[src/rtl/rx_rate_sampler.sv]
// rx_rate_sampler: windowed rate sampler for a free-running RX packet counter.
// Each window of `interval` clocks produces one {seq, delta} sample, which is
// queued in a small FIFO and drained AXI-Stream style.
// Optional feature: define RX_RATE_PEAK_EN to track the largest delta seen
// since reset on peak_rate; otherwise peak_rate is tied to zero.
module rx_rate_sampler #(
  parameter int FIFO_DEPTH = 8
) (
  input  logic        clk,
  input  logic        rst_n,
  input  logic [31:0] rx_count,
  input  logic        enable,
  input  logic [31:0] interval,
  output logic [63:0] sample_tdata,
  output logic        sample_tvalid,
  input  logic        sample_tready,
  output logic [6:0]  fifo_level,
  output logic [15:0] overflow_count,
  output logic [31:0] peak_rate
);

  localparam int         AW      = (FIFO_DEPTH > 1) ? $clog2(FIFO_DEPTH) : 1;
  localparam logic [6:0] DEPTH_L = 7'(FIFO_DEPTH);

  typedef enum logic {S_IDLE, S_RUN} state_t;

  state_t          r_state;
  state_t          w_state_nxt;
  logic [31:0]     r_tick;
  logic [31:0]     r_baseline;
  logic [31:0]     r_seq;
  logic [AW-1:0]   r_wr_ptr;
  logic [AW-1:0]   r_rd_ptr;
  logic [6:0]      r_level;
  logic [15:0]     r_ovf;
  logic [63:0]     r_mem [FIFO_DEPTH];

  logic            w_start;
  logic            w_win_active;
  logic            w_close;
  logic [31:0]     w_delta;
  logic            w_full;
  logic            w_pop;
  logic            w_push;
  logic            w_drop;

  // Window bookkeeping: a window only advances while running with a nonzero
  // interval; modular subtraction makes counter wrap come out right.
  assign w_start      = (r_state == S_IDLE) && enable;
  assign w_win_active = (r_state == S_RUN) && enable && (interval != 32'd0);
  assign w_close      = w_win_active && (r_tick >= (interval - 32'd1));
  assign w_delta      = rx_count - r_baseline;

  // A full FIFO still accepts a push when the head leaves in the same cycle.
  assign w_full = (r_level == DEPTH_L);
  assign w_pop  = sample_tvalid && sample_tready;
  assign w_push = w_close && (!w_full || w_pop);
  assign w_drop = w_close && w_full && !w_pop;

  assign sample_tvalid  = (r_level != 7'd0);
  assign sample_tdata   = sample_tvalid ? r_mem[r_rd_ptr] : 64'd0;
  assign fifo_level     = r_level;
  assign overflow_count = r_ovf;

  // Run/stop state register.
  always_ff @(posedge clk or negedge rst_n) begin
    if (!rst_n) r_state <= S_IDLE;
    else        r_state <= w_state_nxt;
  end

  // Next-state logic: enable alone decides run versus idle.
  always_comb begin
    w_state_nxt = r_state;
    case (r_state)
      S_IDLE:  if (enable)  w_state_nxt = S_RUN;
      S_RUN:   if (!enable) w_state_nxt = S_IDLE;
      default: w_state_nxt = S_IDLE;
    endcase
  end

  // Tick counter and baseline: restart on entry to RUN and on every close.
  always_ff @(posedge clk or negedge rst_n) begin
    if (!rst_n) begin
      r_tick     <= 32'd0;
      r_baseline <= 32'd0;
    end else if (w_start || w_close) begin
      r_tick     <= 32'd0;
      r_baseline <= rx_count;
    end else if (w_win_active) begin
      r_tick     <= r_tick + 32'd1;
    end
  end

  // Sequence number advances on every close, including dropped samples.
  always_ff @(posedge clk or negedge rst_n) begin
    if (!rst_n)       r_seq <= 32'd0;
    else if (w_close) r_seq <= r_seq + 32'd1;
  end

  // FIFO pointers and occupancy.
  always_ff @(posedge clk or negedge rst_n) begin
    if (!rst_n) begin
      r_wr_ptr <= '0;
      r_rd_ptr <= '0;
      r_level  <= 7'd0;
    end else begin
      if (w_push) r_wr_ptr <= r_wr_ptr + AW'(1);
      if (w_pop)  r_rd_ptr <= r_rd_ptr + AW'(1);
      case ({w_push, w_pop})
        2'b10:   r_level <= r_level + 7'd1;
        2'b01:   r_level <= r_level - 7'd1;
        default: r_level <= r_level;
      endcase
    end
  end

  // Sample storage; contents are qualified by the pointers, so no reset.
  always_ff @(posedge clk) begin
    if (w_push) r_mem[r_wr_ptr] <= {r_seq, w_delta};
  end

  // Saturating count of samples lost to a full FIFO.
  always_ff @(posedge clk or negedge rst_n) begin
    if (!rst_n)                            r_ovf <= 16'd0;
    else if (w_drop && (r_ovf != 16'hFFFF)) r_ovf <= r_ovf + 16'd1;
  end

`ifdef RX_RATE_PEAK_EN
  logic [31:0] r_peak;

  // Peak tracker sees every closed window, whether or not it was queued.
  always_ff @(posedge clk or negedge rst_n) begin
    if (!rst_n)                                r_peak <= 32'd0;
    else if (w_close && (w_delta > r_peak))    r_peak <= w_delta;
  end

  assign peak_rate = r_peak;
`else
  assign peak_rate = 32'd0;
`endif

endmodule
[config.mk]
export PLATFORM = sky130hd
export DESIGN_NAME = rx_rate_sampler
export DESIGN_NICKNAME = d
export VERILOG_FILES = /design/src/rtl/rx_rate_sampler.sv
export SDC_FILE = /design/constraint.sdc
export NUM_CORES = 1
export LEC_CHECK = 0
export ABC_AREA = 1
export BUFFER_PORTS_ARGS = -buffer_cell sky130_fd_sc_hd__buf_2
export CELL_PAD_IN_SITES_DETAIL_PLACEMENT = 2
export CELL_PAD_IN_SITES_GLOBAL_PLACEMENT = 2
export CORE_ASPECT_RATIO = 0.5
export CORE_MARGIN = 4
export CORE_UTILIZATION = 33
export CTS_CLUSTER_SIZE = 16
export DETAILED_ROUTE_END_ITERATION = 12
export MAX_ROUTING_LAYER = met4
export PLACE_DENSITY_LB_ADDON = 0.2
export SETUP_SLACK_MARGIN = 0.4
export SYNTH_ARGS = -nofsm -noshare
export SYNTH_HDL_FRONTEND = slang
export SYNTH_SLANG_ARGS = --single-unit
[constraint.sdc]
create_clock -name clk -period 14.9 [get_ports clk]
set_input_delay 2.98 -clock clk [delete_from_list [all_inputs] [get_ports clk]]
set_output_delay 2.98 -clock clk [all_outputs]
set_load 0.02 [all_outputs]
==> reports/qor_table.md <==
| Parameter | Value | Unit |
| --- | --- | --- |
| Capture endpoint of the worst hold path | overflow_count[3]$_DFFE_PN0P_ | - |
| CP Data Required Time | 15.19 | ns |
| Leakage component of the power | 12.32 | nW |
| CTS sink count | 638 | - |
| Aggregate global-route resource usage | 0.1933 | - |
| Remaining antenna violation count | 0 | - |
| Max-slew violation total from the final report | 0 | - |
| Number of flops mapped to enable cells by yosys | 512 | - |
| Post-Route Skew | 0.03179 | ns |
| Delay of the slowest critical-path stage | 0.81 | ns |
| Final count of negative-setup-slack endpoints | 0 | - |
| Vias per cell | 5.133 | - |
| Share of the clock period used by the worst path | 0.5482 | - |
| Post-Route Setup TNS | 0 | ns |
| Pin count of the biggest net entering global routing | 95 | - |
| Cell Count Post-Placement | 4059 | - |
| Depth of the worst hold-timing path | 1 | - |
| Synthesized area per cell | 10.54 | µm² |
| Count of pins on the block boundary | 188 | - |
| Clock buffer depth | 3 | - |
| Total DRC errors in the routed layout | 0 | - |
| DR pass1 iterations | 5 | - |
| Gate Count Post-Synth | 2821 | - |
| Hold path start | overflow_count[3]$_DFFE_PN0P_ | - |
| Multi-input combinational cell area | 9925 | µm² |
| Initial core utilization | 0.3347 | - |
| Clock latency of the later-clocked register in the worst-skew pair | 0.66 | ns |
| Number of violations reported at the end of detailed-routing iteration 0 | 1159 | - |
| Crit path max-delay family | simple AND/OR/NAND/NOR gates | - |
| Antenna violations before repair | 1 | - |
| Synthesis Warnings | 0 | - |
| Postcts setup bufs | 0 | - |
| Number of I/O port buffers | 155 | - |
| Number of cell rows | 77 | - |
| H-tree level count | 2 | - |
| Fill cells | 9449 | - |
| Most area-hungry cell type in the Yosys netlist | sky130_fd_sc_hd__edfxtp_1 | - |
| Routed wirelength normalized by instance count | 21.49 | µm |
| Nature of the critical path startpoint | input port | - |
| Time the final worst path needs with I/O delays and setup | 8.168 | ns |
| Via Count | 21430 | - |
| Half-perimeter wire length of the detailed placement result | 57620 | µm |
| Result of the run | finished, final reports clean | - |
| Slew headroom | 0.2461 | - |
| Ranking of synthesized cells by instance count | sky130_fd_sc_hd__nor2_1 (540), sky130_fd_sc_hd__edfxtp_1 (512), sky130_fd_sc_hd__o21ai_0 (363) | - |
| Total CTS buffers | 61 | - |
| Synth top area share | 0.5171 | - |
| Worst reg-to-reg path cell count | 9 | - |
| Ys flop type | sky130_fd_sc_hd__edfxtp_1 | - |
| Maximum operating frequency | 122.4 | MHz |
| Global-route wire length before repair | 140500 | µm |
| Cell occurring most often along the worst timing path | sky130_fd_sc_hd__nand2_1 | - |
| Hold Slack | 0.4978 | ns |
| Die H | 220.2 | µm |
| Post-route insts no fill | 4175 | - |
| HP Class | reg2reg | - |
| R2r startpoint | fifo_level[1]$_DFFE_PN0P_ | - |
| Total Die Area | 95250 | µm² |
| Endpoint of the most critical register-to-register path | r_mem[2][51]$_DFFE_PP_ | - |
| Source of the critical timing path | interval[0] | - |
| Core area | 88830 | µm² |
| Critical path capture point type | register | - |
| Final count of hold timing violations | 0 | - |
| Number of distinct library cell variants in the gate-level netlist after synthesis | 54 | - |
| Part of the Yosys area used for sequential elements | 0.6232 | - |
| Total wirelength of the detailed-routed design | 89720 | µm |
| Unrepaired setup endpoints after global routing | false | - |
| Buffering stage count on the worst path with inverters included | 4 | - |
| Flop-to-flop setup slack | 9.99 | ns |
| Global placement routability congestion | 0.8042 | - |
| Cell chosen for the clock root | sky130_fd_sc_hd__clkbuf_16 | - |
| Synthesized area | 29730 | µm² |
| Most used standard cell by instance count after synthesis | sky130_fd_sc_hd__nor2_1 | - |
| Hold buffer count at CTS | 0 | - |
| Top cells by area in the synthesized netlist | sky130_fd_sc_hd__edfxtp_1 (52%), sky130_fd_sc_hd__dfrtp_1 (11%), sky130_fd_sc_hd__nor2_1 (6.8%) | - |
| Max Cap Viol | 0 | - |
| Synth-to-Final Area Change | 12.80 | % |
| Slowest-stage cell, CP | sky130_fd_sc_hd__nor2_4 | - |
| Synth Register Bits | 638 | - |
| Biggest fanout along the worst timing path | 38 | - |
| Floorplan die width | 432.5 | µm |
| CTS tree | done | - |
| Global route overflow | 0 | - |
| Post-CTS clock slew at the launch and capture registers of the worst setup and hold paths | 0.07 | ns |
| Worst slew pin tran | 1.128 | ns |
| Arrival time at the worst endpoint | 8.46 | ns |
| Total Nets Final | 3081 | - |
| Cells resized by post-CTS repair | 0 | - |
| Worst setup path class | in2reg | - |
| FF+latch area | 18540 | µm² |
| Share of layout cells above drive strength 1 | 0.1117 | - |
| Async set-or-reset flop fraction in the synthesized netlist | 0.1975 | - |
| Total power divided by cell area | 162.6 | nW/µm² |
| Via count of the first global-routing pass | 23920 | - |
| Peak VDD IR | 0.1217 | mV |
==> final cells by class <==
class / count / area share
flip-flops and latches: 638 / 0.5527
well taps: 1185 / 0.04421
repair buffers: 174 / 0.02757
multi-input cells: 1877 / 0.2959
clock inverters: 23 / 0.007648
diodes: 1 / 0.00007462
inverters: 185 / 0.02108
clock buffers: 92 / 0.05081
==> layer usage <==
layer	track usage	routed length, µm
met3	0.02206	2546
met5	-	0
met1	0.2448	40450
met4	0.04014	1567
met2	0.3375	45160
==> placed cells by master (no fill, tap or decap), types with 9 or more instances in the layout <==
master | synthesis | routed
sky130_fd_sc_hd__a21oi_1 | 65 | 65
sky130_fd_sc_hd__a31oi_1 | 72 | 72
sky130_fd_sc_hd__buf_2 | 15 | 154
sky130_fd_sc_hd__buf_4 | 34 | 19
sky130_fd_sc_hd__clkbuf_1 | 88 | 26
sky130_fd_sc_hd__clkbuf_16 | 0 | 62
sky130_fd_sc_hd__conb_1 | 1 | 32
sky130_fd_sc_hd__dfrtp_1 | 126 | 124
sky130_fd_sc_hd__edfxtp_1 | 512 | 512
sky130_fd_sc_hd__ha_1 | 74 | 74
sky130_fd_sc_hd__inv_1 | 181 | 178
sky130_fd_sc_hd__nand2_1 | 309 | 309
sky130_fd_sc_hd__nand3_1 | 53 | 53
sky130_fd_sc_hd__nand4_1 | 27 | 27
sky130_fd_sc_hd__nor2_1 | 540 | 532
sky130_fd_sc_hd__nor2_2 | 10 | 10
sky130_fd_sc_hd__nor2_4 | 3 | 11
sky130_fd_sc_hd__nor3_1 | 43 | 43
sky130_fd_sc_hd__nor4_1 | 9 | 9
sky130_fd_sc_hd__o21ai_0 | 363 | 363
sky130_fd_sc_hd__o21ai_1 | 24 | 24
sky130_fd_sc_hd__o22ai_1 | 64 | 64
sky130_fd_sc_hd__xnor2_1 | 29 | 29
sky130_fd_sc_hd__xor2_1 | 84 | 84
==> state kept, by name, indices dropped and copies added, names as in the netlist <==
name / flops
fifo_level: 7
overflow_count: 16
r_baseline: 32
r_mem: 512
r_rd_ptr: 3
r_seq: 32
r_state: 1
r_tick: 32
r_wr_ptr: 3
==> kinds of logic after synthesis <==
| group | Yosys count | synth area share |
|---|---|---|
| fa+ha+maj | 76 | 0.03249 |
| compound gates | 633 | 0.1180 |
| other cells | 1 | 0.0001261 |
| xor+xnor | 113 | 0.03329 |
| flops | 638 | 0.6232 |
| buf+inv | 337 | 0.04894 |
| simple gates | 1023 | 0.1439 |
==> through the flow <==
stage	power, W	worst slack (ns)	util	cell area [µm²]
after floorplan	0.003275	5.999	-	29850
after global placement	0.003900	6.095	0.3555	31570
after detailed placement	0.003956	5.907	0.3555	31570
after CTS	0.005538	6.628	0.3775	33530
after global routing	0.005778	6.179	0.3776	33540
final	0.005452	6.732	0.3776	33540
==> power by group <==
group / internal, W / total, W / switching, W
clock: 0.000847 / 0.00156 / 0.000715
sequential: 0.00202 / 0.00209 / 0.0000649
combinational: 0.000494 / 0.00180 / 0.00131
==> how the worst max path moves through the flow <==
| stage | end | slack [ns] | depth (start not counted) |
|---|---|---|---|
| 2_1_floorplan | r_mem[0][0]$_DFFE_PP_ | 6.00 | 23 |
| 3_3_place_gp | r_mem[2][48]$_DFFE_PP_ | 6.10 | 25 |
| 3_5_place_dp | r_mem[4][45]$_DFFE_PP_ | 5.91 | 25 |
| 4_1_cts | r_mem[4][15]$_DFFE_PP_ | 6.63 | 25 |
| 5_1_grt | r_mem[4][15]$_DFFE_PP_ | 6.18 | 24 |
| 6_report | r_mem[2][51]$_DFFE_PP_ | 6.73 | 25 |
Note: power is estimated with default switching activity, not from simulation.
